`config.mk`:
```
export PLATFORM = sky130hd
export DESIGN_NAME = hex_page_driver
export DESIGN_NICKNAME = d
export VERILOG_FILES = /design/src/rtl/hex_page_driver.sv
export SDC_FILE = /design/constraint.sdc
export NUM_CORES = 1
export LEC_CHECK = 0
export BUFFER_PORTS_ARGS = -buffer_cell sky130_fd_sc_hd__buf_2
export CORE_MARGIN = 10
export CORE_UTILIZATION = 47
export DETAILED_ROUTE_END_ITERATION = 10
export HOLD_SLACK_MARGIN = 0.03
export PLACE_DENSITY = 0.72
export SETUP_SLACK_MARGIN = 0.4
export SYNTH_ARGS = -nofsm -noshare
export SYNTH_HDL_FRONTEND = slang
export SYNTH_SLANG_ARGS = --single-unit
```
`constraint.sdc`:
```
create_clock -name clk -period 2.4 [get_ports clk]
set_input_delay 0.12 -clock clk [delete_from_list [all_inputs] [get_ports clk]]
set_output_delay 0.12 -clock clk [all_outputs]
set_load 0.01 [all_outputs]
```
`src/rtl/hex_page_driver.sv`:
```
`default_nettype none
// ============================================================================
//  Module      : hex_page_driver
//  Description : Upstream feeder for the four per-digit hex-to-7-segment
//                decoders on the board debug display. A 32-bit debug word is
//                captured on a strobe. One 16-bit halfword ("page") of that
//                word is presented as four registered nibbles. A debounced
//                push-button flips between the low and high pages.
//
//  Optional    : `define HEX_AUTO_SCROLL_EN adds a free-running scroll timer.
//                The timer flips the page every SCROLL_CYCLES clocks. A button
//                toggle restarts the timer.
//
//  Parameters  : DEBOUNCE_CYCLES - number of consecutive stable synchronised
//                                  samples needed to accept a press or a
//                                  release (>= 1)
//                SCROLL_CYCLES   - auto-scroll period in clocks (>= 2); used
//                                  only with HEX_AUTO_SCROLL_EN
//
//  Ports       : clk        in   1  system clock, rising edge
//                rst        in   1  asynchronous active-high reset
//                inWord     in  32  debug word to display
//                inCapture  in   1  capture strobe for inWord
//                inPageBtn  in   1  raw push-button, active-high, async
//                outNibbles out 16  registered halfword, [15:12] = leftmost
//                outPage    out  1  current page (0 = [15:0], 1 = [31:16])
//
//  Revision    : 1.0  initial release
// ============================================================================
module hex_page_driver #(
    parameter int DEBOUNCE_CYCLES = 50000,
    parameter int SCROLL_CYCLES   = 100000000
) (
    input  logic        clk,
    input  logic        rst,
    input  logic [31:0] inWord,
    input  logic        inCapture,
    input  logic        inPageBtn,
    output logic [15:0] outNibbles,
    output logic        outPage
);

    // ------------------------------------------------------------------------
    // Elaboration-time parameter sanity check
    // ------------------------------------------------------------------------
    generate
        if (DEBOUNCE_CYCLES < 1 || SCROLL_CYCLES < 2) begin : g_param_check
            $error("hex_page_driver: DEBOUNCE_CYCLES must be >= 1 and SCROLL_CYCLES >= 2");
        end
    endgenerate

    localparam int               CNT_W      = $clog2(DEBOUNCE_CYCLES + 1);
    localparam logic [CNT_W-1:0] C_CNT_LAST = CNT_W'(DEBOUNCE_CYCLES - 1);

    typedef enum logic [1:0] {
        ST_IDLE         = 2'd0,
        ST_PRESS_WAIT   = 2'd1,
        ST_PRESSED      = 2'd2,
        ST_RELEASE_WAIT = 2'd3
    } deb_state_t;

    // ------------------------------------------------------------------------
    // Captured debug word
    // ------------------------------------------------------------------------
    logic [31:0] cap_word_q;
    logic [31:0] cap_word_d;

    always_comb begin
        cap_word_d = cap_word_q;
        if (inCapture) begin
            cap_word_d = inWord;
        end
    end

    always_ff @(posedge clk or posedge rst) begin
        if (rst) begin
            cap_word_q <= 32'h0000_0000;
        end else begin
            cap_word_q <= cap_word_d;
        end
    end

    // ------------------------------------------------------------------------
    // Two-flop synchroniser for the asynchronous push-button
    // ------------------------------------------------------------------------
    logic sync1_q;
    logic sync2_q;

    always_ff @(posedge clk or posedge rst) begin
        if (rst) begin
            sync1_q <= 1'b0;
            sync2_q <= 1'b0;
        end else begin
            sync1_q <= inPageBtn;
            sync2_q <= sync1_q;
        end
    end

    // ------------------------------------------------------------------------
    // Debounce FSM
    // A press must stay high for DEBOUNCE_CYCLES samples after the first
    // high sample before it is accepted. Only acceptance of a press produces
    // a toggle. Release is debounced the same way so that release bounce
    // cannot re-arm the press path.
    // ------------------------------------------------------------------------
    deb_state_t       state_q;
    deb_state_t       state_d;
    logic [CNT_W-1:0] cnt_q;
    logic [CNT_W-1:0] cnt_d;
    logic             btn_toggle;

    always_ff @(posedge clk or posedge rst) begin
        if (rst) begin
            state_q <= ST_IDLE;
            cnt_q   <= '0;
        end else begin
            state_q <= state_d;
            cnt_q   <= cnt_d;
        end
    end

    always_comb begin
        state_d    = state_q;
        cnt_d      = cnt_q;
        btn_toggle = 1'b0;
        case (state_q)
            ST_IDLE: begin
                if (sync2_q) begin
                    state_d = ST_PRESS_WAIT;
                    cnt_d   = '0;
                end
            end
            ST_PRESS_WAIT: begin
                if (!sync2_q) begin
                    state_d = ST_IDLE;
                    cnt_d   = '0;
                end else if (cnt_q == C_CNT_LAST) begin
                    state_d    = ST_PRESSED;
                    cnt_d      = '0;
                    btn_toggle = 1'b1;
                end else begin
                    cnt_d = cnt_q + 1'b1;
                end
            end
            ST_PRESSED: begin
                if (!sync2_q) begin
                    state_d = ST_RELEASE_WAIT;
                    cnt_d   = '0;
                end
            end
            ST_RELEASE_WAIT: begin
                if (sync2_q) begin
                    state_d = ST_PRESSED;
                    cnt_d   = '0;
                end else if (cnt_q == C_CNT_LAST) begin
                    state_d = ST_IDLE;
                    cnt_d   = '0;
                end else begin
                    cnt_d = cnt_q + 1'b1;
                end
            end
            default: begin
                state_d = ST_IDLE;
                cnt_d   = '0;
            end
        endcase
    end

    // ------------------------------------------------------------------------
    // Page toggle sources
    // ------------------------------------------------------------------------
    logic page_toggle;

`ifdef HEX_AUTO_SCROLL_EN
    localparam int               TMR_W      = $clog2(SCROLL_CYCLES);
    localparam logic [TMR_W-1:0] C_TMR_LAST = TMR_W'(SCROLL_CYCLES - 1);

    logic [TMR_W-1:0] scroll_tmr_q;
    logic [TMR_W-1:0] scroll_tmr_d;
    logic             scroll_hit;

    // The timer restarts on either toggle source. When both coincide, the
    // OR below still gives a single page flip.
    always_comb begin
        scroll_hit   = (scroll_tmr_q == C_TMR_LAST);
        scroll_tmr_d = scroll_tmr_q + 1'b1;
        if (btn_toggle || scroll_hit) begin
            scroll_tmr_d = '0;
        end
    end

    always_ff @(posedge clk or posedge rst) begin
        if (rst) begin
            scroll_tmr_q <= '0;
        end else begin
            scroll_tmr_q <= scroll_tmr_d;
        end
    end

    assign page_toggle = btn_toggle | scroll_hit;
`else
    assign page_toggle = btn_toggle;
`endif

    // ------------------------------------------------------------------------
    // Page register and output register
    // Outputs are formed from the next-state values. A capture or toggle
    // sampled at an edge is therefore visible straight after that same edge.
    // ------------------------------------------------------------------------
    logic        page_q;
    logic        page_d;
    logic [15:0] nibbles_d;

    always_comb begin
        page_d    = page_q ^ page_toggle;
        nibbles_d = page_d ? cap_word_d[31:16] : cap_word_d[15:0];
    end

    always_ff @(posedge clk or posedge rst) begin
        if (rst) begin
            page_q     <= 1'b0;
            outNibbles <= 16'h0000;
            outPage    <= 1'b0;
        end else begin
            page_q     <= page_d;
            outNibbles <= nibbles_d;
            outPage    <= page_d;
        end
    end

endmodule
`default_nettype wire

```
==> results_dict.tcl <==
set metrics [dict create \
    status "finished clean" \
    antenna_found_initial 0 \
    clock_latency_reported_for_the_late_side_of_the_worst_skew_pair_ps 340 \
    final_hold_fails 0 \
    timing_worst_slew_pin_value_ps 716 \
    fp.coreArea_sq_um 5920 \
    synth-warning-count 0 \
    drt-vias-per-instance 5.13 \
    vdd_drop_max_mv 0.720 \
    die_y_microns 98.0 \
    powerDensity_nw_per_um2 782 \
    drive_gt1_share_pct 46.9 \
    area_of_the_die_sq_um 9600 \
    length_of_the_first_detailed_routing_pass_in_iterations 4 \
    via_count 2046 \
    drt_wl_total_mm 6.56 \
    max-clock-path-buffers 2 \
    syn_nets 248 \
    globalRouteTotalUtil_pct 13.6 \
    hold_depth 2 \
    async_flop_share_pct 100 \
    global_route.overflow_total 0 \
    weighted_congestion_at_the_end_of_routability_driven_global_placement 0.839 \
    floorplan.initialDensity_pct 48.3 \
    synth.cell_area_sq_um 2860 \
    drv_cap 0 \
    cts_root_buf "clkbuf_8" \
    timing.setup.critical_path_class "reg -> reg" \
    netlist-cell-type-count 33 \
    ios 53 \
    grt_setup_unrepaired "true" \
    timing.clock.skew_ps 8.15 \
    htreeDepth 3 \
    synthesis.instances 211 \
    ys.flop_type "dfrtp_1" \
    crit_path_start_kind "flip-flop" \
    place_hpwl_mm 4.07 \
    post_drt_wl_per_cell_microns 16.4 \
    dpl_cell_area_sq_um 3290 \
    route.antenna.remaining_nets 0 \
    leakagePower_nw 1.87 \
    synth.yosys.seq_area_share_pct 60.4 \
    worstPathRequired_ps 2630 \
    post-synth-top-area-cell "dfrtp_1" \
    number_of_synthesized_flops_with_an_enable_pin 0 \
    clk_pin_slew_worst_paths_ps 80 \
    setup_violations 0 \
    post_synth_main_area_contributors "dfrtp_1, mux2_2, mux2_4" \
    chipWidth_microns 98.0 \
    flop_to_flop_setup_slack_ps 90 \
    synth_area_per_cell_sq_um 13.5 \
    tritoncts "built" \
    antennaDiodeCount 0 \
    first_global_vias 2189 \
    num-nets-final 356 \
    drc 0 \
    drv_slew 0 \
    critical_path.max_fanout 8 \
    sequential_cell_area_sq_um 1730 \
    yosys.area.top_type_share_pct 60.4 \
    worst_r2r_path_depth 6 \
    largest_net_degree_at_the_start_of_global_routing 70 \
    port_buffers 52 \
    finish.instance_area_sq_um 3990 \
    period_minus_slack_ps 2310 \
    finish.utilization_pct 67.4 \
    post_route_clock_period_utilization_pct 96.2 \
    worst_hold_path_type "in -> reg" \
    synth.ff_latch_count 69 \
    highest_clock_frequency_the_design_can_meet_mhz 433 \
    grt_pass1_wl_mm 10.6 \
    tritoncts.num_buffers 9 \
    multi_input_area_sq_um 1160 \
    fillCellCount 424 \
    areaGrowthSynthToFinish_pct 39.6 \
    max_transition_margin_pct 52.3 \
    timing.critical_path.to_type "flip-flop" \
    std_cell_rows 28 \
    numClockSinks 69 \
    drt_first_iter_violations 62 \
    timing.critical_path.arrival_ps 2540 \
]
==> cell families after synthesis <==
logic type,Yosys count,share of synthesized area [%]
and+or+nand+nor,48,9.32
muxes,50,20.8
xor gates and xnor gates,3,0.919
AOI/OAI and AO/OA,30,6.52
DFF,69,60.4
adders and majority gates,1,0.438
buffers and inverters,10,1.58
==> Yosys cell counts, types with 5 or more instances <==
| cell type | number |
|---|---|
| a21oi_1 | 5 |
| nand3_1 | 5 |
| dfrtp_1 | 69 |
| o21ai_0 | 9 |
| a31oi_1 | 10 |
| nor2_1 | 8 |
| nand2_1 | 18 |
| mux2_2 | 40 |
| mux2_4 | 9 |
==> final timing paths <==
| path | endpoint | startpoint |
|---|---|---|
| min | cap_word_q[22] | inWord[22] |
| min reg2reg | sync2_q | sync1_q |
| min in group asynchronous | cap_word_q[7] | rst |
| max in group asynchronous | cnt_q[4] | rst |
| max | outNibbles[3] | cnt_q[13] |
| max reg2reg | outNibbles[3] | cnt_q[13] |
==> metal layers <==
layer	vias to the layer above	wire length (microns)	GRT usage, %
met3	11	283	3.95
met4	0	131	7.27
met1	1015	2840	15.9
met2	46	3300	21.8
li1	974	-	-
met5	-	0	0
==> repair_timing <==
| action | in CTS | in global routing |
|---|---|---|
| setup buffers | 7 | 1 |
| gates resized for setup | 6 | 23 |
| pin swaps | 4 | 4 |
| hold endpoints to repair | 99 | 0 |
| cloned | 0 | 1 |
| hold buffers | 31 | 0 |
| endpoints found under the setup margin | 23 | 33 |
==> registers in the layout, summed over array words and instances, names as in the netlist, named ones only <==
name	flops
outNibbles	16
sync1_q	1
page_q	1
cnt_q	16
state_q	1
sync2_q	1
cap_word_q	32
==> worst max-delay path, stage by stage (launching register included) <==
cell	delay, ps
dfrtp_1	390
or4bb_1	560
nor4_4	310
nand4b_1	190
xor2_2	220
buf_6	190
mux2_2	340
==> layout by cell type (no fill, tap or decap), types with 2 or more instances in the layout <==
master,n
a21oi_2,4
a22o_1,2
a31oi_1,9
and3_1,2
and4_1,2
buf_2,52
buf_4,11
buf_6,9
bufinv_16,2
clkbuf_8,9
clkinvlp_4,2
dfrtp_1,69
dlygate4sd3_1,31
inv_1,2
inv_6,2
mux2_2,35
mux2_4,14
nand2_1,17
nand3_1,5
nand4_1,2
nand4b_1,2
nor2_1,7
o21ai_0,6
o21ai_1,2
xor2_1,2
==> power by group <==
group	total [mW]	leakage (nW)	switching, mW	internal [mW]
Clock	1.05	0.106	0.461	0.590
Sequential	1.34	0.844	0.0626	1.28
Combinational	0.730	0.918	0.367	0.363
Total	3.12	1.87	0.890	2.23
==> metrics by stage <==
step,hold slack [ps],std cells,setup WS [ps],power [mW],TNS [ps]
after floorplan,151,211,-63.2,1.71,-568
after global placement,225,343,124,1.89,0
after detailed placement,223,343,92.6,1.91,0
after CTS,36.8,397,112,3.04,0
after global routing,48.8,399,-28.3,3.26,-143
final,43.3,399,91.2,3.12,0
==> final cells by class <==
type	count	share of cell area, %
Tap cell	75	2.35
Inverter	3	0.282
Clock buffer	9	3.10
Timing Repair Buffer	104	19.4
Clock inverter	7	2.44
Multi-Input combinational cell	132	29.2
Sequential cell	69	43.2
Power figures use the tool's default switching activity.
